==> src/rtl/uart_tx_param.sv <==
// Parametrised UART transmitter: FIFO-buffered, LSB-first, s_tick paced.
// Parity and stop length are captured per frame when the word is popped.
module uart_tx_param #(
  parameter int DBIT       = 8,
  parameter int OVERSAMPLE = 16,
  parameter int DEPTH      = 4
) (
  input  logic                     clk,
  input  logic                     reset,
  input  logic                     s_tick,
  input  logic                     in_valid,
  input  logic [DBIT-1:0]          in_data,
  output logic                     in_ready,
  input  logic [1:0]               cfg_parity,
  input  logic [1:0]               cfg_stop,
  output logic                     tx,
  output logic                     busy,
  output logic                     tx_done_tick,
  output logic [$clog2(DEPTH):0]   fifo_count
);

  localparam int SW = $clog2(2 * OVERSAMPLE);
  localparam int NW = (DBIT > 1) ? $clog2(DBIT) : 1;
  localparam int PW = $clog2(DEPTH);
  localparam int CW = PW + 1;

  localparam logic [SW-1:0] OS_LAST   = SW'(OVERSAMPLE - 1);
  localparam logic [SW-1:0] STOP15_LAST = SW'((3 * OVERSAMPLE) / 2 - 1);
  localparam logic [SW-1:0] STOP2_LAST  = SW'(2 * OVERSAMPLE - 1);
  localparam logic [NW-1:0] N_LAST    = NW'(DBIT - 1);
  localparam logic [CW-1:0] FULL_CNT  = CW'(DEPTH);

  typedef enum logic [2:0] {
    IDLE   = 3'd0,
    START  = 3'd1,
    DATA   = 3'd2,
    PARITY = 3'd3,
    STOP   = 3'd4
  } state_t;

  function automatic logic parity_of(input logic [DBIT-1:0] word, input logic odd);
    return (^word) ^ odd;
  endfunction

  // FIFO storage and pointers
  logic [DBIT-1:0] mem_r [DEPTH];
  logic [PW-1:0]   wr_ptr_r, rd_ptr_r;
  logic [CW-1:0]   count_r, count_s;
  logic            ready_r;
  logic            push_s, pop_s;
  logic [DBIT-1:0] head_s;

  // Frame datapath
  state_t          state_r, state_s;
  logic [SW-1:0]   s_reg_r, s_reg_s;
  logic [NW-1:0]   n_reg_r, n_reg_s;
  logic [DBIT-1:0] b_reg_r, b_reg_s;
  logic            par_en_r, par_en_s;
  logic            par_bit_r, par_bit_s;
  logic [1:0]      stop_cfg_r, stop_cfg_s;
  logic [SW-1:0]   stop_last_s;
  logic            tx_r, tx_s;
  logic            busy_r;
  logic            done_r, done_s;

  assign head_s = mem_r[rd_ptr_r];
  assign push_s = in_valid && (count_r != FULL_CNT);
  assign pop_s  = (state_r == IDLE) && (count_r != CW'(0));

  // FIFO occupancy next value
  always_comb begin
    count_s = count_r;
    case ({push_s, pop_s})
      2'b10:   count_s = count_r + CW'(1);
      2'b01:   count_s = count_r - CW'(1);
      default: count_s = count_r;
    endcase
  end

  // FIFO storage needs no reset; only valid entries are ever read
  always_ff @(posedge clk) begin
    if (push_s) begin
      mem_r[wr_ptr_r] <= in_data;
    end
  end

  // FIFO pointers, count and ready flag
  always_ff @(posedge clk) begin
    if (reset) begin
      wr_ptr_r <= '0;
      rd_ptr_r <= '0;
      count_r  <= '0;
      ready_r  <= 1'b1;
    end else begin
      if (push_s) wr_ptr_r <= wr_ptr_r + PW'(1);
      if (pop_s)  rd_ptr_r <= rd_ptr_r + PW'(1);
      count_r <= count_s;
      ready_r <= (count_s != FULL_CNT);
    end
  end

  // Stop length in ticks for the frame in flight
  always_comb begin
    stop_last_s = STOP2_LAST;
    case (stop_cfg_r)
      2'b00:   stop_last_s = OS_LAST;
      2'b01:   stop_last_s = STOP15_LAST;
      default: stop_last_s = STOP2_LAST;
    endcase
  end

  // Next state, counters and tx level; tx_s reflects the current state and is registered
  always_comb begin
    state_s    = state_r;
    s_reg_s    = s_reg_r;
    n_reg_s    = n_reg_r;
    b_reg_s    = b_reg_r;
    par_en_s   = par_en_r;
    par_bit_s  = par_bit_r;
    stop_cfg_s = stop_cfg_r;
    done_s     = 1'b0;
    tx_s       = 1'b1;
    case (state_r)
      IDLE: begin
        tx_s = 1'b1;
        if (pop_s) begin
          state_s    = START;
          s_reg_s    = '0;
          n_reg_s    = '0;
          b_reg_s    = head_s;
          par_en_s   = ^cfg_parity;
          par_bit_s  = parity_of(head_s, cfg_parity[1]);
          stop_cfg_s = cfg_stop;
        end else begin
          state_s = IDLE;
        end
      end
      START: begin
        tx_s = 1'b0;
        if (s_tick) begin
          if (s_reg_r == OS_LAST) begin
            state_s = DATA;
            s_reg_s = '0;
          end else begin
            s_reg_s = s_reg_r + SW'(1);
          end
        end else begin
          s_reg_s = s_reg_r;
        end
      end
      DATA: begin
        tx_s = b_reg_r[0];
        if (s_tick) begin
          if (s_reg_r == OS_LAST) begin
            s_reg_s = '0;
            b_reg_s = b_reg_r >> 1;
            if (n_reg_r == N_LAST) begin
              state_s = par_en_r ? PARITY : STOP;
            end else begin
              n_reg_s = n_reg_r + NW'(1);
            end
          end else begin
            s_reg_s = s_reg_r + SW'(1);
          end
        end else begin
          s_reg_s = s_reg_r;
        end
      end
      PARITY: begin
        tx_s = par_bit_r;
        if (s_tick) begin
          if (s_reg_r == OS_LAST) begin
            state_s = STOP;
            s_reg_s = '0;
          end else begin
            s_reg_s = s_reg_r + SW'(1);
          end
        end else begin
          s_reg_s = s_reg_r;
        end
      end
      STOP: begin
        tx_s = 1'b1;
        if (s_tick) begin
          if (s_reg_r == stop_last_s) begin
            state_s = IDLE;
            s_reg_s = '0;
            done_s  = 1'b1;
          end else begin
            s_reg_s = s_reg_r + SW'(1);
          end
        end else begin
          s_reg_s = s_reg_r;
        end
      end
      default: begin
        state_s = IDLE;
        tx_s    = 1'b1;
      end
    endcase
  end

  // Frame state register and registered outputs
  always_ff @(posedge clk) begin
    if (reset) begin
      state_r    <= IDLE;
      s_reg_r    <= '0;
      n_reg_r    <= '0;
      b_reg_r    <= '0;
      par_en_r   <= 1'b0;
      par_bit_r  <= 1'b0;
      stop_cfg_r <= 2'b00;
      tx_r       <= 1'b1;
      busy_r     <= 1'b0;
      done_r     <= 1'b0;
    end else begin
      state_r    <= state_s;
      s_reg_r    <= s_reg_s;
      n_reg_r    <= n_reg_s;
      b_reg_r    <= b_reg_s;
      par_en_r   <= par_en_s;
      par_bit_r  <= par_bit_s;
      stop_cfg_r <= stop_cfg_s;
      tx_r       <= tx_s;
      busy_r     <= (state_s != IDLE);
      done_r     <= done_s;
    end
  end

  assign tx           = tx_r;
  assign busy         = busy_r;
  assign tx_done_tick = done_r;
  assign in_ready     = ready_r;
  assign fifo_count   = count_r;

endmodule

==> config.mk <==
export PLATFORM = sky130hd
export DESIGN_NAME = uart_tx_param
export DESIGN_NICKNAME = d
export VERILOG_FILES = /design/src/rtl/uart_tx_param.sv
export SDC_FILE = /design/constraint.sdc
export NUM_CORES = 1
export LEC_CHECK = 0
export CAP_MARGIN = 20
export CORE_MARGIN = 5
export CORE_UTILIZATION = 45
export DETAILED_ROUTE_END_ITERATION = 16
export DONT_BUFFER_PORTS = 1
export PLACE_DENSITY = 0.65
export SLEW_MARGIN = 40
export SYNTH_ARGS = -nofsm -noshare
export SYNTH_HDL_FRONTEND = slang
export SYNTH_SLANG_ARGS = --single-unit
==> constraint.sdc <==
create_clock -name clk -period 6.8 [get_ports clk]
set_clock_uncertainty 0.2 [all_clocks]
set_input_delay 1.7 -clock clk [delete_from_list [all_inputs] [get_ports clk]]
set_output_delay 1.7 -clock clk [all_outputs]
set_load 0.005 [all_outputs]
# After elaboration in Yosys (flattened, before gate mapping)
# Memory sizes are Yosys's and may differ from the RTL's. A register that Yosys moved wholly into a read port is not among the register bits.
# Cells that the tools add are included.
# op_classes
n_addsub	6
n_eq_ne	18
n_mux	35
bitwise_logic	3
n_reduce_logical	16
# ops
operator	n
3-bit 2-to-1 mux	14
5-bit 2-to-1 mux	5
8-bit 2-to-1 mux	3
8-bit case mux with 2 select lines	1
3-bit case mux with 5 select lines	1
5-bit case mux with 3 select lines	1
3-bit case mux with 2 select lines	2
2-bit != test, second input constant	5
5-bit case mux with 2 select lines	1
3-bit nonzero test	3
4-bit AND reduction	2
8-bit XOR reduction	1
3-bit by 1-bit adder with 3-bit output, second input constant	2
3-bit by 2-bit == test with 1-bit output, second input constant	2
3-bit == test, second input constant	2
3-bit != test, second input constant	2
3-bit OR reduction	2
5-bit by 1-bit adder with 5-bit output, second input constant	1
5-bit by 4-bit == test with 1-bit output, second input constant	1
5-bit == test	1
5-bit AND reduction	1
2-bit by 1-bit adder with 2-bit output, second input constant	2
2-bit by 1-bit == test with 1-bit output, second input constant	2
1-bit 2-to-1 mux	4
14 further kinds	17
# totals
reg_bits	34
mem_bits_rw	32
inputBits	16
out_inout_bits	7
wordCells	93
memories	1
# memory_table
memory	words	word_bits	rd	rd_ports_with_merged_regs	write_ports	line	source
mem_r	4	8	1	1	1	46	logic [DBIT-1:0] mem_r [DEPTH];

# Logic depth before layout (Yosys ltp)
# logic_depth
word_depth	7
ltp_mapped	11
ltp_nobuf	10

# Least setup slack after synthesis
# No wires, ideal clock.
# synth_path
path_kind	input port to flip-flop
startpoint	input port in_valid
endpoint	register ready_r (netlist: in_ready)
setup_time_ns	0.119
t_arrival_ns	3.184
required_time_ns	6.481
setup_slack_ns	3.296
path_stages	9
path_buffers	0
path_cell_list	a21boi_1 -> inv_1 -> ha_1 -> inv_1 -> fa_1 -> xor2_1 -> or3_1 -> a21oi_1 -> nand2_1
# synth_via
elab_chain_cells	4
word_cells_on_any_way	5
classes_between	3 x eq/ne; 1 x mux; 1 x reduce/logical
# synth_rtl
element	line	source
start, declared	11	input logic in_valid,
1-bit logical AND *	67	assign push_s = in_valid && (count_r != FULL_CNT);
2-bit by 1-bit == test with 1-bit output / 2-bit == test (equally long branches)	73	case ({push_s, pop_s})
3-bit case mux with 2 select lines *	73	
3-bit != test *	98	ready_r <= (count_s != FULL_CNT);
end signal, assigned	98	
end, declared	49	logic ready_r;
# Every way passes the cells marked *; elsewhere a longest branch is shown, timed or not.
# A chain may end at the register's enable or synchronous reset.

# Worst setup path after layout
# Same ends and word-level chain as after synthesis.

==> out/results.tsv <==
stage	metric	value	unit
clock_network	clk sink count	68	
min_path	hold path cells	2	
worst_setup_path	worst-path cell chain	a21boi_1 -> inv_1 -> ha_1 -> inv_1 -> fa_1 -> xor2_1 -> or3_1 -> a21oi_1 -> nand2_1	
clock_network	cts repair resizes	0	
yosys	post-synth top area cell	edfxtp_1	
sta	Slew headroom	64.59	%
finish	fin util	49.33	%
drt	Routed WL	5032	µm
worst_setup_path	Crit Path Max Fanout	7	
global_routing	vias in the first global route	1689	
yosys	Seq/Total Area, Yosys	55.51	%
drt	Vias	1797	
yosys	top cells by count, synth	dfxtp_1, edfxtp_1, nor2_1	
die	die area	8472	µm²
yosys	most common cell in the netlist	dfxtp_1	
global_routing	total track usage	12.71	%
yosys	most area-consuming cells after synthesis	edfxtp_1, dfxtp_1, mux4_1, ha_1, nor2_1	
global_routing	grt ovf	0	
yosys	YS warnings	0	
worst_setup_path	RR Startpoint	state_r[0]$_SDFF_PP0_	
drt	antenna-violating nets left	0	
worst_setup_path	reg2reg path depth	11	
yosys	Synth Cell Area	3029	µm²
drt	DRT iter0 DRCs	96	
yosys	Synth async-reset ratio	0	%
worst_setup_path	Crit-path slowest cell	a21boi_1	
worst_setup_path	slowest stage delay, CP	440	ps
finish	# diodes	0	
worst_setup_path	Largest delay share family, worst path	compound AO/OA/AOI/OAI gates	
worst_setup_path	Worst path most repeated cell	inv_1	
yosys	Yosys top cell area share	31.72	%
power_and_ir_drop	Static Leak	1.149	nW
sta	Least-Margin Pin Slew	530.1	ps
clock_network	Root Driver	clkbuf_8	
sta	Setup violations, final	0	
power_and_ir_drop	pwr/cell area	410.5	nW/µm²
worst_setup_path	critical path class	in -> reg	
outcome	status	finished, final reports clean	
worst_setup_path	Worst Setup End Kind	flip-flop	
placed_design	placer congestion estimate	0.7456	
die	Initial Util	45.34	%
clock_network	clock-pin slew on the worst setup and hold paths	80	ps
global_routing	global-route wire length before repair	8280	µm
die	# IOs	23	
yosys	syn nets	277	
clock_network	CTS Buf Count	9	
yosys	Mean Syn Cell Area	12.12	µm²
drt	WL/cell	14.98	µm
clock_network	H-Tree Depth	3	
sta	TNS Setup	0	ps
yosys	Yosys cell types	48	
clock_network	TritonCTS clock tree	built	
min_path	worst min path class	reg -> reg	
global_routing	largest net degree at the start of global routing	36	
worst_setup_path	R2R Path End	in_ready$_SDFF_PP1_	
sta	final-report hold violation count	0	
worst_setup_path	Critical Path AT	3350	ps
sta	RSZ-0062 raised after global routing	false	
yosys	Main synth FF type	dfxtp_1	
worst_setup_path	reg2reg setup slack	3900	ps
drt	DR vias/cell	5.348	
placed_design	IO Port Bufs	0	
worst_setup_path	number of buffers and inverters on the critical path	2	
die	Chip Width	92.05	µm
die	core area	6681	µm²
min_path	worst hold start	stop_cfg_r[0]$_SDFFE_PP0P_	
die	Die Y-Extent	92.05	µm
yosys	flops & latches, synth	68	
finish	area grow syn2layout	8.798	%
power_and_ir_drop	Worst VDD drop	0.1899	mV
yosys	Cells after Synth	250	
flow_run	Max Cap Viol	0	
finish	layout cell share with drive strength beyond 1	10.55	%
sta	post-route minimum period	3330	ps
min_path	hold endpoint	stop_cfg_r[0]$_SDFFE_PP0P_	
placed_design	DP Wirelength	3381	µm
worst_setup_path	CP required	6830	ps
sta	Max Slew Vio Count	0	
drt	drt first pass iters	4	
sta	Final Cycle Share	48.96	%
clock_network	worst skew pair latency	340	ps
clock_network	Max Buffers Root-to-Sink	2	
global_routing	initial antenna violation count	0	
sta	Peak Freq	0.3003	GHz
drt	DRC	0	
clock_network	CTS Hold Bufs	0	
finish	Final nets	278	
worst_setup_path	Worst path depth	9	
clock_network	number of buffers added for setup after CTS	0	
worst_setup_path	Setup crit start kind	primary input	
yosys	Post-synth EDFFs	32	
die	# rows	30	
==> flip-flops by register name, summed over array words and instances (netlist names), 2 cells and up, named ones only <==
register	flops
b_reg_r	8
stop_cfg_r	2
rd_ptr_r	2
n_reg_r	3
state_r	3
s_reg_r	5
fifo_count	3
mem_r	32
wr_ptr_r	2
==> routing by layer <==
| metal | track usage, % | vias up | part of all wire (%) |
|---|---|---|---|
| li1 | - | 906 | - |
| met1 | 15.64 | 856 | 47 |
| met2 | 19.95 | 25 | 47 |
| met3 | 4.266 | 10 | 3.3 |
| met4 | 6.312 | 0 | 2.1 |
| met5 | 0 | - | 0 |
==> worst max path at each step <==
stage,slack (ps),from,to
finish,3470,in_valid,in_ready$_SDFF_PP1_
global route,3350,in_valid,in_ready$_SDFF_PP1_
CTS,3470,in_valid,in_ready$_SDFF_PP1_
detailed placement,3120,in_valid,in_ready$_SDFF_PP1_
global placement,3210,in_valid,in_ready$_SDFF_PP1_
floorplan,3300,in_valid,in_ready$_SDFF_PP1_
==> stage by stage <==
stage	area, µm²	setup slack (ps)	hold WS (ps)	total power [mW]	std cells
final	3296	3470	262.2	1.353	336
after global routing	3296	3349	298.4	1.443	336
after CTS	3296	3473	267.4	1.365	336
after detailed placement	3065	3121	256.6	0.9762	320
after global placement	3065	3211	248.2	0.9641	320
after floorplan	3029	3296	239.3	0.9099	250
==> placed cells by master (no fill, tap or decap), types with 2 or more instances in the layout <==
cell,Yosys,routed
nor3_1,5,5
a21oi_1,12,12
nor2_1,23,23
edfxtp_1,32,32
nand3_1,8,8
dfxtp_1,36,36
xor2_1,5,5
o21bai_1,2,2
nand3b_1,3,3
bufinv_16,0,3
mux4_1,5,5
clkinv_1,0,2
nor2b_1,2,2
clkbuf_8,1,9
o21ai_0,3,3
xnor2_1,5,5
a31oi_1,4,4
ha_1,10,10
and2_1,4,4
mux4_2,3,3
mux2i_1,8,8
nand2_1,22,22
nor3b_1,4,4
a211oi_1,9,9
inv_1,10,10
buf_4,1,2
or3_1,3,3
==> logic make-up (layout without fill, tap and decap cells) <==
kind of cell	Yosys count	in the layout	synth area share, %
xor+xnor	12	12	4.172
mux	17	17	9.583
compound gates	37	37	8.179
simple gates	82	82	13.80
flops	68	68	55.51
fa+ha+maj	11	11	4.791
buf+inv	23	29	3.965
==> worst reg2reg max path, cell delays in order (launching register included) <==
cell,delay [ps]
dfxtp_1,400
nor3_1,300
o31ai_1,110
buf_4,190
inv_2,210
ha_1,230
inv_1,60
fa_1,380
xor2_1,160
or3_1,300
a21oi_1,180
nand2_1,70
==> area by class of cell <==
type	count	area [µm²]
fillers	590	3386
clock buffers	10	127.6
flip-flops and latches	68	1682
repair buffers	2	15.01
multi-input cells	159	1227
clock inverters	6	102.6
inverters	11	41.29
well taps	80	100.1
==> report_power, final <==
part | leakage [nW] | total (mW) | internal [mW] | switching (mW)
Combinational | 0.445 | 0.390 | 0.181 | 0.208
Clock | 0.115 | 0.389 | 0.241 | 0.148
Sequential | 0.588 | 0.574 | 0.512 | 0.0620
Note: power is estimated with default switching activity, not from simulation.
